### src/rtl/pkt_rd_sequencer.sv
// Multi-channel packet read sequencer: walks the capture memory window by window and
// emits one fixed-length packet per enabled channel, with a programmable gap between packets.
module pkt_rd_sequencer #(
  parameter int DATA_W   = 18,
  parameter int ADDR_W   = 13,
  parameter int NUM_CH   = 2,
  parameter int BASE_LEN = 216,
  parameter int GAP_W    = 4,
  localparam int CH_W    = (NUM_CH > 1) ? $clog2(NUM_CH) : 1
) (
  input  logic                     clk,
  input  logic                     rstn,
  input  logic                     cfg_en,
  input  logic                     capture_start,
  input  logic                     capture_again,
  input  logic [1:0]               pkt_len_sel,
  input  logic [GAP_W-1:0]         pkt_gap,
  input  logic [NUM_CH-1:0]        ch_mask,
  output logic                     mem_rd_en,
  output logic [ADDR_W-1:0]        mem_rd_addr,
  input  logic [NUM_CH*DATA_W-1:0] mem_rd_data,
  output logic [DATA_W-1:0]        out_data,
  output logic                     out_valid,
  output logic                     out_sop,
  output logic                     out_eop,
  output logic [CH_W-1:0]          out_ch,
  output logic                     busy,
  output logic                     rd_done,
  output logic                     cfg_err,
  output logic [1:0]               dbg_state
);

  localparam int CNT_W = ADDR_W + 2;
  localparam int DEPTH = 1 << ADDR_W;

  typedef enum logic [1:0] {S_IDLE, S_PKT, S_GAP, S_DONE} state_t;

  state_t              state_q, state_d;
  logic [ADDR_W-1:0]   base_q, base_d;
  logic [CNT_W-1:0]    word_q, word_d, len_q, len_d;
  logic [GAP_W-1:0]    gap_q, gap_d, gapcfg_q, gapcfg_d;
  logic [NUM_CH-1:0]   mask_q, mask_d;
  logic [CH_W-1:0]     ch_q, ch_d, och_q, och_d;
  logic                start_q, again_q;
  logic                ov_q, ov_d, sop_q, sop_d, eop_q, eop_d, done_q, done_d, err_q, err_d;

  logic                start_rise, again_rise, launch, last_word, pass_end, nxt_found;
  logic [CH_W-1:0]     nxt_ch;
  logic [CNT_W-1:0]    win_next, len_in;

  function automatic logic [CH_W-1:0] first_ch(input logic [NUM_CH-1:0] m);
    logic [CH_W-1:0] r;
    r = '0;
    for (int i = NUM_CH - 1; i >= 0; i--) begin
      if (m[i]) r = CH_W'(i);
    end
    return r;
  endfunction

  assign start_rise = capture_start & ~start_q;
  assign again_rise = capture_again & ~again_q;
  assign len_in     = CNT_W'(BASE_LEN) << pkt_len_sel;
  assign last_word  = (word_q == len_q - 1'b1);
  assign win_next   = CNT_W'(base_q) + len_q;
  // The pass ends once the following window would run past the top of memory.
  assign pass_end   = (win_next + len_q) > CNT_W'(DEPTH);
  assign launch     = cfg_en && (((state_q == S_IDLE) && start_rise) ||
                                 ((state_q == S_DONE) && (start_rise || again_rise)));

  always_comb begin
    nxt_found = 1'b0;
    nxt_ch    = ch_q;
    for (int i = NUM_CH - 1; i >= 0; i--) begin
      if (mask_q[i] && (i > int'(ch_q))) begin
        nxt_found = 1'b1;
        nxt_ch    = CH_W'(i);
      end
    end
  end

  always_comb begin
    state_d  = state_q;
    base_d   = base_q;
    word_d   = word_q;
    len_d    = len_q;
    gap_d    = gap_q;
    gapcfg_d = gapcfg_q;
    mask_d   = mask_q;
    ch_d     = ch_q;
    ov_d     = 1'b0;
    sop_d    = 1'b0;
    eop_d    = 1'b0;
    och_d    = '0;
    done_d   = 1'b0;
    err_d    = 1'b0;
    case (state_q)
      S_PKT: begin
        ov_d  = 1'b1;
        sop_d = (word_q == '0);
        eop_d = last_word;
        och_d = ch_q;
        if (!last_word) begin
          word_d = word_q + 1'b1;
        end else begin
          word_d = '0;
          if (nxt_found) begin
            ch_d = nxt_ch;
          end else if (!pass_end) begin
            base_d = ADDR_W'(win_next);
            ch_d   = first_ch(mask_q);
          end
          if (!nxt_found && pass_end) begin
            state_d = S_DONE;
            done_d  = 1'b1;
          end else if (gapcfg_q != '0) begin
            state_d = S_GAP;
            gap_d   = gapcfg_q - 1'b1;
          end
        end
      end
      S_GAP: begin
        if (gap_q == '0) state_d = S_PKT;
        else             gap_d   = gap_q - 1'b1;
      end
      default: ;
    endcase
    if (launch) begin
      if (ch_mask == '0) begin
        err_d = 1'b1;
      end else begin
        state_d  = S_PKT;
        base_d   = '0;
        word_d   = '0;
        len_d    = len_in;
        gapcfg_d = pkt_gap;
        mask_d   = ch_mask;
        ch_d     = first_ch(ch_mask);
      end
    end
    // Disable wins over everything, including the read already in flight.
    if (!cfg_en) begin
      state_d = S_IDLE;
      base_d  = '0;
      word_d  = '0;
      gap_d   = '0;
      ch_d    = '0;
      ov_d    = 1'b0;
      sop_d   = 1'b0;
      eop_d   = 1'b0;
      och_d   = '0;
      done_d  = 1'b0;
    end
  end

  always_ff @(posedge clk or negedge rstn) begin
    if (!rstn) begin
      state_q  <= S_IDLE;
      base_q   <= '0;
      word_q   <= '0;
      len_q    <= '0;
      gap_q    <= '0;
      gapcfg_q <= '0;
      mask_q   <= '0;
      ch_q     <= '0;
      start_q  <= 1'b0;
      again_q  <= 1'b0;
      ov_q     <= 1'b0;
      sop_q    <= 1'b0;
      eop_q    <= 1'b0;
      och_q    <= '0;
      done_q   <= 1'b0;
      err_q    <= 1'b0;
    end else begin
      state_q  <= state_d;
      base_q   <= base_d;
      word_q   <= word_d;
      len_q    <= len_d;
      gap_q    <= gap_d;
      gapcfg_q <= gapcfg_d;
      mask_q   <= mask_d;
      ch_q     <= ch_d;
      start_q  <= capture_start;
      again_q  <= capture_again;
      ov_q     <= ov_d;
      sop_q    <= sop_d;
      eop_q    <= eop_d;
      och_q    <= och_d;
      done_q   <= done_d;
      err_q    <= err_d;
    end
  end

  assign mem_rd_en   = (state_q == S_PKT);
  assign mem_rd_addr = mem_rd_en ? ADDR_W'(CNT_W'(base_q) + word_q) : '0;
  assign out_valid   = ov_q;
  assign out_sop     = sop_q;
  assign out_eop     = eop_q;
  assign out_ch      = och_q;
  // Memory returns data one cycle after the strobe, aligned with the registered qualifiers.
  assign out_data    = ov_q ? mem_rd_data[int'(och_q)*DATA_W +: DATA_W] : '0;
  assign busy        = (state_q == S_PKT) || (state_q == S_GAP);
  assign rd_done     = done_q;
  assign cfg_err     = err_q;
  assign dbg_state   = state_q;

endmodule

### config.mk
export PLATFORM = sky130hd
export DESIGN_NAME = pkt_rd_sequencer
export DESIGN_NICKNAME = d
export VERILOG_FILES = /design/src/rtl/pkt_rd_sequencer.sv
export SDC_FILE = /design/constraint.sdc
export NUM_CORES = 1
export LEC_CHECK = 0
export ABC_AREA = 1
export BUFFER_PORTS_ARGS = -buffer_cell sky130_fd_sc_hd__buf_4
export CAP_MARGIN = 20
export CORE_ASPECT_RATIO = 0.5
export CORE_MARGIN = 10
export CORE_UTILIZATION = 50
export CTS_CLUSTER_DIAMETER = 60
export DETAILED_ROUTE_END_ITERATION = 10
export PLACE_DENSITY = 0.74
export SETUP_SLACK_MARGIN = 0.1
export SKIP_LAST_GASP = 1
export SLEW_MARGIN = 40
export SYNTH_ARGS = -nofsm -noshare
export SYNTH_HDL_FRONTEND = slang
export SYNTH_SLANG_ARGS = --single-unit
### constraint.sdc
create_clock -name clk -period 4.2 [get_ports clk]
set_input_delay 0.21 -clock clk [delete_from_list [all_inputs] [get_ports clk]]
set_output_delay 0.21 -clock clk [all_outputs]
set_load 0.02 [all_outputs]
==> results.txt <==
----------------------------------------------------
[STA]
  Fin. max-slew vios ... 0
  Total negative setup slack ... 0 ns
  Time the worst path needs with I/O delays and setup ... 3.690 ns
  Unrepaired setup endpoints after global routing ... false
  Rel. slew slack ... 53.92%
  Number of failing hold endpoints at the final stage ... 0
  Highest clock frequency the design can meet ... 271.0 MHz
  Worst slew pin tran ... 0.6911 ns
  Setup-failing EPs final ... 0
  Final Cycle Share ... 87.87%
  Fin Clk Skew ... 0.006251 ns

[Synthesis]
  Yosys warning count ... 0
  Count of distinct cell types in the synthesized netlist ... 45
  Number of enable-type register cells in the synthesized netlist ... 0
  Combinational family with the most area after synthesis ... simple AND/OR/NAND/NOR gates
  Per-instance average area after synthesis ... ~7 sq um
  Part of the Yosys area used for sequential elements ... 29.52%
  Mux share of post-synthesis cell area ... less than 1%
  Synthesized-area fraction occupied by adder cells ... 11.03%
  Most used standard cells in the synthesized netlist ... nand2_1 (158), nor2_1 (109), inv_1 (77), dfrtp_1 (53), o21ai_0 (43)
  Flip-flop and latch count after synthesis ... 53
  Fraction of registers with async set or reset after synthesis ... between 90% and 100%
  Fraction of post-synthesis cell area in the top cell type by area ... 29.52%
  Post-synthesis cell count ... 661
  Biggest area contributors in the synthesized netlist ... dfrtp_1 (30%), nand2_1 (13%), ha_1 (11%)
  Dominant cell by count in the synthesized netlist ... nand2_1
  Complex-gate fraction of the synthesized area ... 10.80%
  Top FF cell, synth ... dfrtp_1
  Library cell occupying the most area in the post-synthesis netlist ... dfrtp_1
  XOR/XNOR Fraction of Synth Area ... 5.013%
  Fraction of the mapped netlist area in simple logic gates ... 34.39%
  Post-synthesis instance area ... ~4500 sq um
  Synthesized net count ... around 750

[Floorplanning]
  Core box area ... 8738 sq um
  Die outline height ... 87.03 microns
  Number of top-level design ports ... 90
  Die ar. ... 13,410 sq um
  Starting density of the core ... between 50% and 60%
  Die width ... 154.1 microns
  Std cell rows ... 24

[Routing]
  DR WL/cell ... 14.24 microns
  Total Routed Length ... 12.32 mm
  Post-detailed-route DRC marker count ... 0
  Initial drt markers ... 226
  Avg Vias per Cell ... 5.202
  Count of vias placed by the detailed router ... around 4,500
  Count of antenna-violating nets left after detailed routing ... 0
  Total iterations of the first detailed-routing run ... 5

[Critical path]
  Crit-path slowest cell ... dfrtp_2
  Largest delay share family, worst path ... compound AO/OA/AOI/OAI gates
  Instance count on the critical path ... 19
  Buffering stage count on the worst path with inverters included ... 1
  Worst reg-to-reg path cell count ... 19
  Worst Path Arrival ... 3.88 ns
  Ordered cell list for the critical path ... ha_1 -> nand2_1 -> nand2_1 -> a31oi_1 -> o21ai_0 -> a31oi_1 -> xnor2_1 -> ha_1 -> a21oi_1 -> o21ai_0 -> a21oi_1 -> xor2_1 -> nor2_1 -> nand2_1 -> nand2_2 -> nand3_4 -> inv_2 -> o21ai_0 -> nor2_1
  Critical Setup Path Class ... flop to flop
  Startpoint type of the worst setup path ... flop
  Critical path data required time ... roughly 4.4 ns
  Critical Path Max Stage Delay ... 0.50 ns
  Endpoint type of the worst setup path ... flop
  Crit-path max FO ... 12

[Cells and area]
  Final non-filler cell total ... 865
  Area added between synthesis and finish ... 20.91%
  Final standard cell utilization of the core ... 62.17%
  Number of antenna repair diodes ... 0
  Final #Nets ... 835
  Layout cell share with drive strength beyond 1 ... 17.65%

[Place]
  Port buffer count ... 89
  Number of placed instances, taps included ... roughly 860
  RePlAce Congestion ... 0.9405
  Dpl hpwl ... 9.762 mm

[Pwr]
  Total leakage power ... 2.948 nW
  Power density cells ... 467.1 nW/um^2
  Worst vdd rail ir drop ... 0.0003257 V

[Clock network]
  Clock-pin transition on the worst setup and hold timing paths ... 0.07 ns
  TritonCTS clock tree ... yes
  Largest buffer count on any clock path ... 2
  Clock root buffer ... clkbuf_16
  Setup Fix Bufs, Post-CTS ... 0
  Clock network latency to the later pin of the worst-skew pair ... 0.30 ns
  H-tree Lvls ... 2
  Clock sink count ... 53
  CTS Buf Count ... 5

[Worst hold path]
  Path category of the worst min-delay check ... primary input to flop
  Worst hold path stage count ... 1

[Run]
  Number of violations of the max-capacitance limit ... 0

[GRT]
  Global route overflow ... 0
  GRT Resource Usage Total ... roughly 18%
  Number of antenna violations at the first check in global routing ... 0
  Via count of the first global-routing pass ... 4,276
  Global-route wire length before repair ... 20.06 mm
  Maximum number of pins on one net before global-route repair ... 54

[Status]
  Outcome ... complete, no violations

----------------------------------------------------
[cell type report]
| cell class | instances | area [sq um] |
|---|---|---|
| fill | 832 | 3306 |
| multi-input combinational | 511 | 2795 |
| sequential | 53 | 1328 |
| timing repair buffer | 92 | 693.2 |
| inverter | 84 | 315.3 |
| tap | 117 | 146.4 |
| clock buffer | 6 | 138.9 |
| clock inverter | 2 | 16.27 |
[worst reg2reg max path: stages (launching register included)]
cell and delay, ns:
dfrtp_2 0.50, ha_1 0.37, nand2_1 0.08, nand2_1 0.06
a31oi_1 0.24, o21ai_0 0.19, a31oi_1 0.20, xnor2_1 0.16
ha_1 0.31, a21oi_1 0.13, o21ai_0 0.09, a21oi_1 0.23
xor2_1 0.18, nor2_1 0.07, nand2_1 0.13, nand2_2 0.12
nand3_4 0.19, inv_2 0.11, o21ai_0 0.17, nor2_1 0.06
[worst paths after layout]
| kind | to | startpoint | slack [ns] |
|---|---|---|---|
| min reg2reg | mask_q[0] | mask_q[0] | 0.48 |
| max in group asynchronous | len_q[8] | rstn | 3.21 |
| min | start_q | capture_start | 0.02 |
| min in group asynchronous | gapcfg_q[1] | rstn | 0.50 |
| max reg2reg | base_q[7] | len_q[8] | 0.51 |
| max | base_q[7] | len_q[8] | 0.51 |
[power breakdown]
group	leakage, nW	total (mW)	switching (mW)	internal [mW]
combinational	2.17	1.35	0.812	0.534
clock	0.0735	0.442	0.202	0.240
sequential	0.705	0.749	0.145	0.604
total	2.95	2.54	1.16	1.38
[layout by cell type, fill, tap and decap left out, drive strengths merged]
cell	instances
o21ai	46
fa	1
ha	38
xor2	14
o2111ai	1
nand3	37
buf	91
nor4	5
clkinvlp	1
nor3b	1
xnor2	10
nand2	168
dlygate4sd3	1
o22ai	1
clkbuf	6
nor3	15
o21bai	3
inv	84
clkinv	1
mux2i	4
and2	1
o21a	3
and3	1
a31oi	3
nand3b	3
a211oi	1
or2	1
dfrtp	53
a21boi	1
o211ai	2
nand4	8
nor2	116
a21oi	27
[stage by stage]
step	setup WS [ns]	hold WS (ns)	power (mW)	area (sq um)
2_1_floorplan	1.016	-0.08559	1.738	4493
4_1_cts	0.4243	0.01756	2.539	5428
6_report	0.5096	0.01946	2.538	5433
5_1_grt	0.1904	0.01469	2.771	5433
3_5_place_dp	0.4465	0.3001	2.093	5263
3_3_place_gp	0.6190	0.2889	2.068	5263
[logic make-up after synthesis]
| group | after synthesis |
|---|---|
| XOR/XNOR | 24 |
| buffers and inverters | 97 |
| flip-flops | 53 |
| adder cells (fa/ha/maj) | 39 |
| AO/OA/AOI/OAI | 88 |
| multiplexers | 4 |
| AND/OR/NAND/NOR | 356 |
[registers in the layout, summed over array words and instances (netlist names)]
signal and cells:
again_q 1, base_q 10, cfg_err 1, ch_q 1, dbg_state 2, gap_q 4
gapcfg_q 4, len_q 7, mask_q 2, out_ch 1, out_eop 1, out_sop 1
out_valid 1, rd_done 1, start_q 1, word_q 15
[what timing repair did]
item                                    CTS  global route
endpoints found under the hold margin    53             0
endpoints found under the setup margin    0             9
hold buffers                              1             0
gates resized for setup                   0             2
[routing by layer]
layer | share of wire (%) | global-route usage, % | up-vias
li1 | - | - | 2299
met1 | 47 | 23.59 | 2060
met2 | 45 | 29.13 | 128
met3 | 6.9 | 3.698 | 13
met4 | 1.1 | 4.689 | 0
met5 | 0 | 0 | -
(Power assumes the default switching activity.)
